<file path="src/rtl/lc3_mem_ctrl_pkg.sv">
// Shared types and limits for the LC3 memory-access controller.
package lc3_mem_ctrl_pkg;

    typedef enum logic [1:0] {
        MEM_IDLE   = 2'd0,
        MEM_ACCESS = 2'd1,
        MEM_IND    = 2'd2,
        MEM_DONE   = 2'd3
    } mem_state_t;

    localparam int MEM_WAIT_MAX = 15;

    // Width of a counter that must hold 0..wait_cyc.
    function automatic int wait_ctr_w(input int wait_cyc);
        return $clog2(wait_cyc + 1);
    endfunction

endpackage

</file>
<file path="src/rtl/lc3_wait_ctr.sv">
// RAM wait-cycle counter: clear/enable with a decode of the final and
// second-to-final access cycle.
module lc3_wait_ctr
    import lc3_mem_ctrl_pkg::*;
#(
    parameter int WAIT_CYC = 2,
    parameter int CW       = wait_ctr_w(WAIT_CYC)
) (
    input  logic          clk,
    input  logic          rst,
    input  logic          clear,
    input  logic          en,
    output logic [CW-1:0] cnt,
    output logic          last,
    output logic          pre_last
);

    localparam int PRE = (WAIT_CYC >= 2) ? WAIT_CYC - 2 : 0;

    always_ff @(posedge clk or posedge rst) begin
        if (rst) begin
            cnt <= '0;
        end else if (clear) begin
            cnt <= '0;
        end else if (en) begin
            cnt <= cnt + CW'(1);
        end
    end

    assign last     = (cnt == CW'(WAIT_CYC - 1));
    // pre_last lets the FSM register the write strobe one cycle ahead.
    assign pre_last = (WAIT_CYC >= 2) && (cnt == CW'(PRE));

endmodule

</file>
<file path="src/rtl/lc3_mem_ctrl.sv">
// LC3 memory-access controller: one request per handshake, MAR/MDR held for
// WAIT_CYC RAM cycles. Indirect (LDI/STI) accesses built with LC3_MEM_INDIRECT_EN.
module lc3_mem_ctrl
    import lc3_mem_ctrl_pkg::*;
#(
    parameter int DATA_W   = 16,
    parameter int ADDR_W   = 16,
    parameter int WAIT_CYC = 2
) (
    input  logic              clk,
    input  logic              rst,
    input  logic              req_valid,
    output logic              req_ready,
    input  logic              req_we,
    input  logic              req_ind,
    input  logic [ADDR_W-1:0] req_addr,
    input  logic [DATA_W-1:0] req_wdata,
    output logic              rsp_valid,
    output logic [DATA_W-1:0] rsp_rdata,
    output logic              mem_en,
    output logic              mem_we,
    output logic [ADDR_W-1:0] mem_addr,
    output logic [DATA_W-1:0] mem_wdata,
    input  logic [DATA_W-1:0] mem_rdata
);

    localparam int CW       = wait_ctr_w(WAIT_CYC);
    localparam bit ONE_CYC  = (WAIT_CYC == 1);

    // Handshake: a request transfers on a rising edge where req_valid and
    // req_ready are both high; the requester holds req_* stable until then.
    mem_state_t        state;
    logic [ADDR_W-1:0] mar;
    logic [DATA_W-1:0] mdr;
    logic              we_r;
    logic [CW-1:0]     cnt;
    logic              last;
    logic              pre_last;
    logic              ind_now;

`ifdef LC3_MEM_INDIRECT_EN
    logic ind_ph;
    assign ind_now = ind_ph;
`else
    logic unused_ind;
    assign unused_ind = req_ind;
    assign ind_now    = 1'b0;
`endif

    lc3_wait_ctr #(.WAIT_CYC(WAIT_CYC), .CW(CW)) u_wait_ctr (
        .clk      (clk),
        .rst      (rst),
        .clear    ((state != MEM_ACCESS) || last),
        .en       ((state == MEM_ACCESS) && !last),
        .cnt      (cnt),
        .last     (last),
        .pre_last (pre_last)
    );

    assign mem_addr  = mar;
    assign mem_wdata = mdr;

    always_ff @(posedge clk or posedge rst) begin
        if (rst) begin
            state     <= MEM_IDLE;
            req_ready <= 1'b1;
            rsp_valid <= 1'b0;
            rsp_rdata <= '0;
            mem_en    <= 1'b0;
            mem_we    <= 1'b0;
            mar       <= '0;
            mdr       <= '0;
            we_r      <= 1'b0;
`ifdef LC3_MEM_INDIRECT_EN
            ind_ph    <= 1'b0;
`endif
        end else begin
            rsp_valid <= 1'b0;
            mem_we    <= 1'b0;
            case (state)
                MEM_IDLE: begin
                    if (req_valid) begin
                        mar       <= req_addr;
                        mdr       <= req_wdata;
                        we_r      <= req_we;
                        mem_en    <= 1'b1;
                        req_ready <= 1'b0;
                        state     <= MEM_ACCESS;
`ifdef LC3_MEM_INDIRECT_EN
                        ind_ph    <= req_ind;
                        mem_we    <= ONE_CYC && req_we && !req_ind;
`else
                        mem_we    <= ONE_CYC && req_we;
`endif
                    end
                end
                MEM_ACCESS: begin
                    if (last) begin
                        mem_en <= 1'b0;
`ifdef LC3_MEM_INDIRECT_EN
                        if (ind_ph) begin
                            // Pointer fetched: it becomes the data address.
                            mar    <= ADDR_W'(mem_rdata);
                            ind_ph <= 1'b0;
                            state  <= MEM_IND;
                        end else
`endif
                        begin
                            if (!we_r) begin
                                mdr <= mem_rdata;
                            end
                            rsp_valid <= 1'b1;
                            rsp_rdata <= we_r ? mdr : mem_rdata;
                            state     <= MEM_DONE;
                        end
                    end else begin
                        mem_we <= pre_last && we_r && !ind_now;
                    end
                end
`ifdef LC3_MEM_INDIRECT_EN
                MEM_IND: begin
                    mem_en <= 1'b1;
                    mem_we <= ONE_CYC && we_r;
                    state  <= MEM_ACCESS;
                end
`endif
                MEM_DONE: begin
                    req_ready <= 1'b1;
                    state     <= MEM_IDLE;
                end
                default: begin
                    req_ready <= 1'b1;
                    mem_en    <= 1'b0;
                    state     <= MEM_IDLE;
                end
            endcase
        end
    end

endmodule

</file>
<file path="config.mk">
export PLATFORM = sky130hd
export DESIGN_NAME = lc3_mem_ctrl
export DESIGN_NICKNAME = d
export VERILOG_FILES = /design/src/rtl/lc3_mem_ctrl_pkg.sv /design/src/rtl/lc3_wait_ctr.sv /design/src/rtl/lc3_mem_ctrl.sv
export SDC_FILE = /design/constraint.sdc
export NUM_CORES = 1
export LEC_CHECK = 0
export ABC_AREA = 1
export BUFFER_PORTS_ARGS = -buffer_cell sky130_fd_sc_hd__buf_2
export CAP_MARGIN = 5
export CORE_MARGIN = 4
export CORE_UTILIZATION = 45
export CTS_CLUSTER_DIAMETER = 150
export DETAILED_ROUTE_END_ITERATION = 12
export GPL_TIMING_DRIVEN = 0
export HOLD_SLACK_MARGIN = 0.12
export PLACE_DENSITY = 0.74
export SYNTH_ARGS = -nofsm -noshare
export SYNTH_HDL_FRONTEND = slang
export SYNTH_HIERARCHICAL = 1
export SYNTH_SLANG_ARGS = --single-unit
export TNS_END_PERCENT = 20
</file>
<file path="constraint.sdc">
create_clock -name clk -period 2.1 [get_ports clk]
set_clock_uncertainty 0.05 [all_clocks]
set_input_delay 0.21 -clock clk [delete_from_list [all_inputs] [get_ports clk]]
set_output_delay 0.21 -clock clk [all_outputs]
set_load 0.005 [all_outputs]
</file>
==> metrics <==
run status=completed; critical path data required time=2280 ps; number of instances in the synthesized netlist=351; n_diodes=0; number of rows in the core area=27; cell-by-cell trace of the critical path=inv_2 -> nor2_4 -> buf_6 -> nand2_2 -> inv_1 -> nand2_1 -> nand2_1 -> nor2_1; TritonCTS Buffers=9; RSZ-0062 raised after global routing=no; critical path buffer and inverter count=3; Floorplan Core Area=5680 µm²; slew margin rel.=0.616; crit path launch=state[0]; worst setup slack after layout=639 ps; power density over the cells=1500 nW/µm²; final instance count without filler cells=562; Setup Fix Bufs, Post-CTS=0; highest ir drop seen on vdd=0.681 mV; launching element type of the critical path=flip-flop; drt first-iter violations=149; via count of the first global-routing pass=2,671; fraction of power spent switching nets=0.418; pin count of the biggest net entering global routing=30; effective utilization at floorplan=0.476; post-detailed-route count of antenna-violating nets=0; gate family responsible for the most delay along the worst path=flip-flops; yosys warns=6; most used cell along the critical path=sky130_fd_sc_hd__nand2_1; Slowest cell on crit path=sky130_fd_sc_hd__dfrtp_1; H-Tree Depth=3; internal power of the cells=3250 µW; register bit count reported by yosys=57; Crit Reg-Reg Startpoint=state[0]; I/O pins=105; worst min path class=input pin to flip-flop; Post-Place Worst Slack=645 ps; area of the die=7310 µm²; DIE HEIGHT=85.5 µm; final net count=540; standby leakage power=0.00222 µW; switching power=2330 µW; post-synthesis cell area=2700 µm²; routed len/inst=13.1 µm; Post-CTS Resized=0; transition at the pin with the smallest max-transition slack=576 ps; total global routing overflow=0; Slowest Stage Delay on Critical Path=470 ps; clock transition time at the flip-flop clock pins of the worst setup and hold paths=70 ps; GRT busiest layer=met2; die outline width=85.5 µm; vias per cell=4.79; Final Wtd Congestion=0.857; final setup fails=0; global-route usage over all layers=0.211; Syn Nets=406; Max Transition Viols Final=0; half-perimeter wire length after detailed placement=5.22 mm; top fanout value on the critical path=10; R2R depth=8; number of placed instances, taps included=527; commonest cells after routing, fill and taps aside=sky130_fd_sc_hd__nand2_1, sky130_fd_sc_hd__buf_2, sky130_fd_sc_hd__dfrtp_1; number of antenna violations at the first check in global routing=0; area added between synthesis and finish=37.4%; startpoint-to-endpoint class of the critical path=flip-flop to flip-flop; Maximum Capacitance Violations=0; critical path data arrival time=1640 ps; FF-to-FF End=u_wait_ctr/cnt[0]; clock net sink count=57; wire length of the first global-routing pass=12.2 mm; met1 Track Usage GR=0.258; cell depth of the worst setup path=8; I/O Buffers=103; met3 track demand over resource=0.0634; period utilization=0.696; sequential fraction of the synthesis area=0.528; f_max=684 MHz; met2 track demand over resource=0.352; post-route DRC violation count=0; Tmin final=1460 ps; via total after detailed routing=2,691; kind of end point of the critical path=flip-flop; CTS tree=yes; number of buffers between clock root and the deepest sink=2; proportion of power drawn by flip-flops and latches=0.353; final-report hold violation count=0; most frequent standard cell in the layout excluding fill and tap cells=sky130_fd_sc_hd__nand2_1; part of the total power dissipated in combinational logic=0.467; share of layout cells above drive strength 1=0.302; capture point of the worst path=u_wait_ctr/cnt[0]; worst reg-to-reg setup slack=640 ps; number of detailed-routing iterations run before antenna repair=6; clock share of power=0.180; CTS Root Cell=sky130_fd_sc_hd__clkbuf_8; Synth Area per Inst=7.70 µm²; total wire length=7.36 mm; Unique masters post-synth=18; total power after layout=5580 µW; worst-skew pair later-pin latency=330 ps
-- logic make-up after synthesis --
family	synth area share
adders and majority gates	0.00925
AOI/OAI and AO/OA	0.00370
and+or+nand+nor	0.382
buffers and inverters	0.0768
DFF	0.528
-- registers in the layout, summed over array words and instances (netlist names) --
signal	count
we_r	1
mem_en	1
state	2
rsp_valid	1
mem_we	1
mem_addr	16
mem_wdata	16
rsp_rdata	16
req_ready	1
u_wait_ctr/cnt	2
-- cell usage after synthesis --
cell,count,area (µm²)
sky130_fd_sc_hd__nand2_1,184,691
sky130_fd_sc_hd__dfrtp_1,56,1400
sky130_fd_sc_hd__nand3_1,50,250
sky130_fd_sc_hd__inv_1,24,90.1
sky130_fd_sc_hd__buf_2,8,40.0
sky130_fd_sc_hd__nor2_1,6,22.5
sky130_fd_sc_hd__inv_2,4,15.0
sky130_fd_sc_hd__buf_4,3,22.5
sky130_fd_sc_hd__buf_6,3,33.8
sky130_fd_sc_hd__ha_1,2,25.0
sky130_fd_sc_hd__nand2_2,2,12.5
sky130_fd_sc_hd__nand2_4,2,22.5
sky130_fd_sc_hd__o21ai_0,2,10.0
sky130_fd_sc_hd__dfstp_2,1,26.3
sky130_fd_sc_hd__inv_4,1,6.26
sky130_fd_sc_hd__nand3_4,1,17.5
sky130_fd_sc_hd__nor2_2,1,6.26
sky130_fd_sc_hd__nor2_4,1,11.3
-- repair_timing --
item,4_1_cts,5_1_grt
setup endpoints to repair,0,0
endpoints found under the hold margin,45,0
hold buffers,19,0
-- final cells by class --
cell class                 instances  area (µm²)
fill                             496        1960
clock buffer                       9         124
multi-input combinational        251        1070
timing repair buffer             123         726
sequential                        57        1430
buffer                            14        96.3
tap                               72        90.1
clock inverter                     7        71.3
inverter                          29         111
-- how the worst min path moves through the flow --
| stage | startpoint | to | slack, ps | cells past startpoint |
|---|---|---|---|---|
| after floorplan | rst | u_wait_ctr/cnt[0] | -100 | 1 |
| after global placement | rst | u_wait_ctr/cnt[0] | 20 | 2 |
| after detailed placement | rst | u_wait_ctr/cnt[0] | 30 | 2 |
| after CTS | req_wdata[12] | mem_wdata[12] | 120 | 5 |
| after global routing | mem_rdata[12] | rsp_rdata[12] | 140 | 5 |
| final | mem_rdata[10] | rsp_rdata[10] | 130 | 5 |
-- power groups by stage --
stage | registers [µW] | clock network, µW | logic, µW
final | 1970 | 1000 | 2610
after global routing | 2040 | 1090 | 2960
after CTS | 1970 | 1030 | 2630
after detailed placement | 1970 | 0 | 2610
after global placement | 1970 | 0 | 2520
after floorplan | 2000 | 0 | 1580
-- worst reg2reg max path, stage by stage, from the launching register on --
cell and delay, ps:
sky130_fd_sc_hd__dfrtp_1 470, sky130_fd_sc_hd__inv_2 90, sky130_fd_sc_hd__nor2_4 210, sky130_fd_sc_hd__buf_6 190, sky130_fd_sc_hd__nand2_2 80, sky130_fd_sc_hd__inv_1 110, sky130_fd_sc_hd__nand2_1 60, sky130_fd_sc_hd__nand2_1 50
sky130_fd_sc_hd__nor2_1 40
-- stage by stage --
| stage | area, µm² | hold WS (ps) | utilization | TNS [ps] |
|---|---|---|---|---|
| 3_3_place_gp | 3310 | 22.6 | 0.583 | -12440 |
| 6_report | 3710 | 134 | 0.655 | 0 |
| 3_5_place_dp | 3330 | 30.3 | 0.587 | 0 |
| 5_1_grt | 3710 | 140 | 0.655 | 0 |
| 2_1_floorplan | 2700 | -98.8 | - | 0 |
| 4_1_cts | 3710 | 120 | 0.655 | 0 |
-- per-layer routing --
layer	up-vias	routed length [µm]
met3	8	657
li1	1350	-
met4	0	63
met1	1227	3210
met5	-	0
met2	106	3430
(Power assumes the default switching activity.)
